<file path="config.mk">
export PLATFORM = sky130hd
export DESIGN_NAME = glyph_scroll_ctrl
export DESIGN_NICKNAME = d
export VERILOG_FILES = /design/src/rtl/glyph_scroll_ctrl.sv
export SDC_FILE = /design/constraint.sdc
export NUM_CORES = 1
export LEC_CHECK = 0
export ABC_AREA = 1
export CAP_MARGIN = 10
export CORE_ASPECT_RATIO = 0.9
export CORE_MARGIN = 1.5
export CORE_UTILIZATION = 44
export DETAILED_ROUTE_END_ITERATION = 10
export HOLD_SLACK_MARGIN = 0.02
export PLACE_DENSITY_LB_ADDON = 0.3
export SETUP_SLACK_MARGIN = 0.05
export SKIP_LAST_GASP = 1
export SYNTH_ARGS = -nofsm -noshare
export SYNTH_HDL_FRONTEND = slang
export SYNTH_SLANG_ARGS = --single-unit
</file>
<file path="constraint.sdc">
create_clock -name clk -period 25.2 [get_ports clk]
set_input_delay 3.78 -clock clk [delete_from_list [all_inputs] [get_ports clk]]
set_output_delay 3.78 -clock clk [all_outputs]
set_load 0.005 [all_outputs]
</file>
<file path="src/rtl/glyph_scroll_ctrl.sv">
// Scrolling multiplexed display sequencer. It holds a glyph message buffer and
// time-shares one 7-segment decoder across DIGITS positions with a wrapping scroll window.
module glyph_scroll_ctrl #(
    parameter int          DIGITS       = 4,
    parameter int          MSG_DEPTH    = 16,
    parameter int          REFRESH_DIV  = 1000,
    parameter int          SCROLL_TICKS = 64,
    parameter logic [4:0]  BLANK_CODE   = 5'b11111,
    localparam int         AW           = $clog2(MSG_DEPTH),
    localparam int         LW           = $clog2(MSG_DEPTH + 1)
) (
    input  logic              clk,
    input  logic              rst_n,
    input  logic              wr_en,
    input  logic [AW-1:0]     wr_addr,
    input  logic [4:0]        wr_data,
    input  logic [LW-1:0]     len,
    input  logic              start,
    input  logic              stop,
    output logic              busy,
    output logic [4:0]        code,
    output logic [DIGITS-1:0] dig_en,
    output logic              step
);

    localparam int SW = $clog2(DIGITS);
    localparam int RW = $clog2(REFRESH_DIV);
    localparam int FW = (SCROLL_TICKS > 1) ? $clog2(SCROLL_TICKS) : 1;
    localparam int IW = LW + 4;

    localparam logic [AW-1:0]     AW_ONE  = {{(AW-1){1'b0}}, 1'b1};
    localparam logic [LW-1:0]     LW_ONE  = {{(LW-1){1'b0}}, 1'b1};
    localparam logic [SW-1:0]     SW_ONE  = {{(SW-1){1'b0}}, 1'b1};
    localparam logic [RW-1:0]     RW_ONE  = {{(RW-1){1'b0}}, 1'b1};
    localparam logic [FW-1:0]     FW_ONE  = {{(FW-1){1'b0}}, 1'b1};
    localparam logic [DIGITS-1:0] DIG_ONE = {{(DIGITS-1){1'b0}}, 1'b1};

    typedef enum logic {ST_IDLE = 1'b0, ST_RUN = 1'b1} state_t;

    state_t          state_r, state_s;
    logic [RW-1:0]   rc_r, rc_s;
    logic [SW-1:0]   slot_r, slot_s;
    logic [FW-1:0]   fc_r, fc_s;
    logic [AW-1:0]   pos_r, pos_s;
    logic [LW-1:0]   len_q_r, len_q_s;
    logic            adv_s;
    logic [IW-1:0]   sum_s;
    logic [4:0]      buf_r [MSG_DEPTH];
    logic [4:0]      code_r, code_s;
    logic [DIGITS-1:0] dig_en_r, dig_en_s;
    logic            step_r, step_s;

    // State register
    always_ff @(posedge clk or negedge rst_n) begin
        if (!rst_n) begin
            state_r <= ST_IDLE;
        end else begin
            state_r <= state_s;
        end
    end

    // Next state and counter chain: stop beats start beats counting
    always_comb begin
        state_s = state_r;
        rc_s    = rc_r;
        slot_s  = slot_r;
        fc_s    = fc_r;
        pos_s   = pos_r;
        len_q_s = len_q_r;
        adv_s   = 1'b0;
        if (stop) begin
            state_s = ST_IDLE;
        end else if (start) begin
            rc_s   = '0;
            slot_s = '0;
            fc_s   = '0;
            pos_s  = '0;
            if (len != '0) begin
                state_s = ST_RUN;
                len_q_s = (len > LW'(MSG_DEPTH)) ? LW'(MSG_DEPTH) : len;
            end else begin
                state_s = ST_IDLE;
            end
        end else if (state_r == ST_RUN) begin
            if (rc_r == RW'(REFRESH_DIV - 1)) begin
                rc_s = '0;
                if (slot_r == SW'(DIGITS - 1)) begin
                    slot_s = '0;
                    if (fc_r == FW'(SCROLL_TICKS - 1)) begin
                        fc_s  = '0;
                        adv_s = 1'b1;
                        if ((LW'(pos_r) + LW_ONE) == len_q_r) begin
                            pos_s = '0;
                        end else begin
                            pos_s = pos_r + AW_ONE;
                        end
                    end else begin
                        fc_s = fc_r + FW_ONE;
                    end
                end else begin
                    slot_s = slot_r + SW_ONE;
                end
            end else begin
                rc_s = rc_r + RW_ONE;
            end
        end else begin
            state_s = ST_IDLE;
        end
    end

    // Message index (pos + slot) mod len_q by repeated subtraction; short messages need several passes
    always_comb begin
        sum_s = IW'(pos_s) + IW'(slot_s);
        for (int i = 0; i < DIGITS; i++) begin
            if (sum_s >= IW'(len_q_s)) begin
                sum_s = sum_s - IW'(len_q_s);
            end else begin
                sum_s = sum_s;
            end
        end
    end

    // Output decode from the upcoming state so the registered outputs align with it
    always_comb begin
        code_s   = BLANK_CODE;
        dig_en_s = '0;
        step_s   = 1'b0;
        if (state_s == ST_RUN) begin
            dig_en_s = DIG_ONE << slot_s;
            step_s   = adv_s;
            for (int i = 0; i < MSG_DEPTH; i++) begin
                if (sum_s == IW'(i)) begin
                    code_s = buf_r[i];
                end else begin
                    code_s = code_s;
                end
            end
        end else begin
            code_s = BLANK_CODE;
        end
    end

    // Counters and registered display outputs
    always_ff @(posedge clk or negedge rst_n) begin
        if (!rst_n) begin
            rc_r     <= '0;
            slot_r   <= '0;
            fc_r     <= '0;
            pos_r    <= '0;
            len_q_r  <= '0;
            code_r   <= BLANK_CODE;
            dig_en_r <= '0;
            step_r   <= 1'b0;
        end else begin
            rc_r     <= rc_s;
            slot_r   <= slot_s;
            fc_r     <= fc_s;
            pos_r    <= pos_s;
            len_q_r  <= len_q_s;
            code_r   <= code_s;
            dig_en_r <= dig_en_s;
            step_r   <= step_s;
        end
    end

    // Message buffer: intentionally not reset, writable in any state
    always_ff @(posedge clk) begin
        if (wr_en) begin
            buf_r[wr_addr] <= wr_data;
        end
    end

    assign busy   = (state_r == ST_RUN);
    assign code   = code_r;
    assign dig_en = dig_en_r;
    assign step   = step_r;

endmodule

</file>
==> impl_metrics.json <==
{
  "clk_pin_slew_ps": 60,
  "finalSetupTns_ps": 0,
  "htreeDepth": 4,
  "drtIter0Drc": 395,
  "synthToLayoutAreaGrowth_pct": 15.4,
  "r2r_slack_ps": 15520,
  "groute.usage.overall_pct": 19.7,
  "insertedDiodeCount": 0,
  "yosysUniqueCellTypes": 49,
  "overflow": 0,
  "vias_per_cell": 5.20,
  "seq_area_frac_synth_pct": 47.8,
  "nFillCells": 1402,
  "synth_nets": 860,
  "cts_resized": 0,
  "r2r_cells": 61,
  "coreArea_um2": 15500,
  "drtAntennaViolNets": 0,
  "antenna_found_initial": 0,
  "die_w_um": 136,
  "outcome": "finished clean",
  "initial_utilization_pct": 45.3,
  "root_buffer": "clkbuf_16",
  "rsz0062_at_grt": "false",
  "setup_viol": 0,
  "crit_slowest_cell": "clkdlybuf4s50_1",
  "num_io_pins": 30,
  "cts_setup_buffers": 0,
  "wl_per_cell_um": 14.2,
  "crit_top_cell": "nand2_1",
  "fin_skew_ps": 9.20,
  "async_flop_share_pct": 32.2,
  "slew_viol_final": 0,
  "drcViolationCount": 0,
  "die-height_um": 123,
  "crit_buf_inv": 12,
  "hpwlAfterDp_mm": 11.2,
  "grt_pass1_vias": 5269,
  "syn_area_um2": 7030,
  "maxCapViolCount": 0,
  "setup_ws_ps": 12040,
  "num-nets-final": 900,
  "die_area_um2": 16700,
  "cts_tree": "done",
  "hold_viol": 0,
  "first_pass_iters": 5,
  "clock-sinks": 118,
  "holdWs_ps": 499,
  "drive_above_1_share_pct": 12.1,
  "fin_crit_sh_pct": 52.2,
  "crit-reg2reg-launch": "fc_r[0]",
  "drt_wl_total_mm": 15.1,
  "vias": 5538,
  "final_common_cell": "nand2_1",
  "clockBufferDepth": 2,
  "clkLatencyLatePin_ps": 410,
  "worstSetupPathType": "in2reg",
  "rows": 43,
  "crit_arrival_ps": 13500,
  "synth-seq-cells": 118,
  "fmax_mhz": 76.0,
  "whs_endpoint": "rc_r[2]",
  "postCtsHoldBufs": 0,
  "most-common-layout-cells": "nand2_1 (162), inv_1 (130), edfxtp_1 (80)",
  "holdCritPathClass": "reg2reg",
  "worst_slew_pin_slew_ps": 900,
  "cp_max_fo": 20,
  "grt_pass1_wl_mm": 25.4,
  "post-place-ws_ps": 11740,
  "cts_buffers": 17,
  "synth-edff-count": 80,
  "relSlewSlack_pct": 40.0,
  "worst_path_largest_cell_delay_ps": 550,
  "cp-end-kind": "flop",
  "synthCells": 810,
  "place.port_buffers": 29,
  "grt_start_max_net_pins": 39,
  "worstPathRequired_ps": 25540,
  "hold-path-cell-count": 1,
  "path_delay_family": "simple AND/OR/NAND/NOR gates",
  "gp_congestion": 0.872,
  "synthFlopType": "edfxtp_1",
  "critPathLaunchType": "primary input",
  "period_needed_ps": 13160,
  "synth_warnings": 0,
  "r2r_end": "code[4]",
  "synth.avg_cell_area_um2": 8.67,
  "worstHoldStart": "rc_r[2]"
}
==> cell usage after synthesis (11+ instances only) <==
cell type    n  share of area (%)
or2_2       20                1.8
dfrtp_1     33                 12
ha_1        26                4.6
nand2_2     11               0.98
o21ai_0     36                2.6
edfxtp_1    80                 34
nand2_1    162                8.7
a21oi_1     31                2.2
nor2_1      68                3.6
nand3_1     70                5.0
inv_1      130                6.9
nand4_1     29                2.6
==> per-layer routing <==
| metal | vias up | track usage [%] | wire length [um] |
|---|---|---|---|
| met5 | - | 0 | 0 |
| met4 | 0 | 6.91 | 257 |
| met3 | 21 | 3.51 | 740 |
| met2 | 176 | 30.1 | 6600 |
| met1 | 2555 | 28.2 | 7550 |
| li1 | 2786 | - | - |
==> flip-flops by register name (all words and copies together), names as in the netlist, 2 cells and up <==
register,cells
fc_r,6
pos_r,4
buf_r,80
slot_r,2
rc_r,10
len_q_r,5
code,5
dig_en,4
==> worst max-delay path by stage <==
stage | from | to | slack [ps] | cells after the start
2_1_floorplan | stop | code[4] | 13930 | 59
3_3_place_gp | start | code[4] | 11860 | 59
3_5_place_dp | start | code[4] | 11740 | 59
4_1_cts | start | code[4] | 12110 | 59
5_1_grt | start | code[4] | 11000 | 59
6_report | start | code[4] | 12040 | 59
==> final cells by class <==
type,count,area (um^2),area share (%)
repair buffers,29,285,3.52
well taps,202,253,3.12
inverters,135,507,6.25
clock inverters,4,28.8,0.355
flip-flops and latches,118,3360,41.4
clock buffers,28,568,7.01
multi-input cells,549,3110,38.3
==> logic make-up after synthesis <==
| group | after synthesis | synth area share [%] |
|---|---|---|
| AOI/OAI and AO/OA | 94 | 7.69 |
| buffers and inverters | 143 | 8.00 |
| and+or+nand+nor | 416 | 29.5 |
| DFF | 118 | 47.8 |
| xor gates and xnor gates | 8 | 0.997 |
| adders and majority gates | 31 | 6.05 |
==> through the flow <==
| step | instance area [um^2] | cells | utilization (%) |
|---|---|---|---|
| finish | 8110 | 1065 | 52.3 |
| global route | 8110 | 1065 | 52.3 |
| CTS | 8110 | 1065 | 52.3 |
| detailed placement | 7510 | 1033 | 48.5 |
| global placement | 7510 | 1033 | 48.5 |
| floorplan | 7030 | 810 | - |
Power is not shown: default switching activity piles up to over one toggle a cycle in this logic, so the estimate is an artifact.
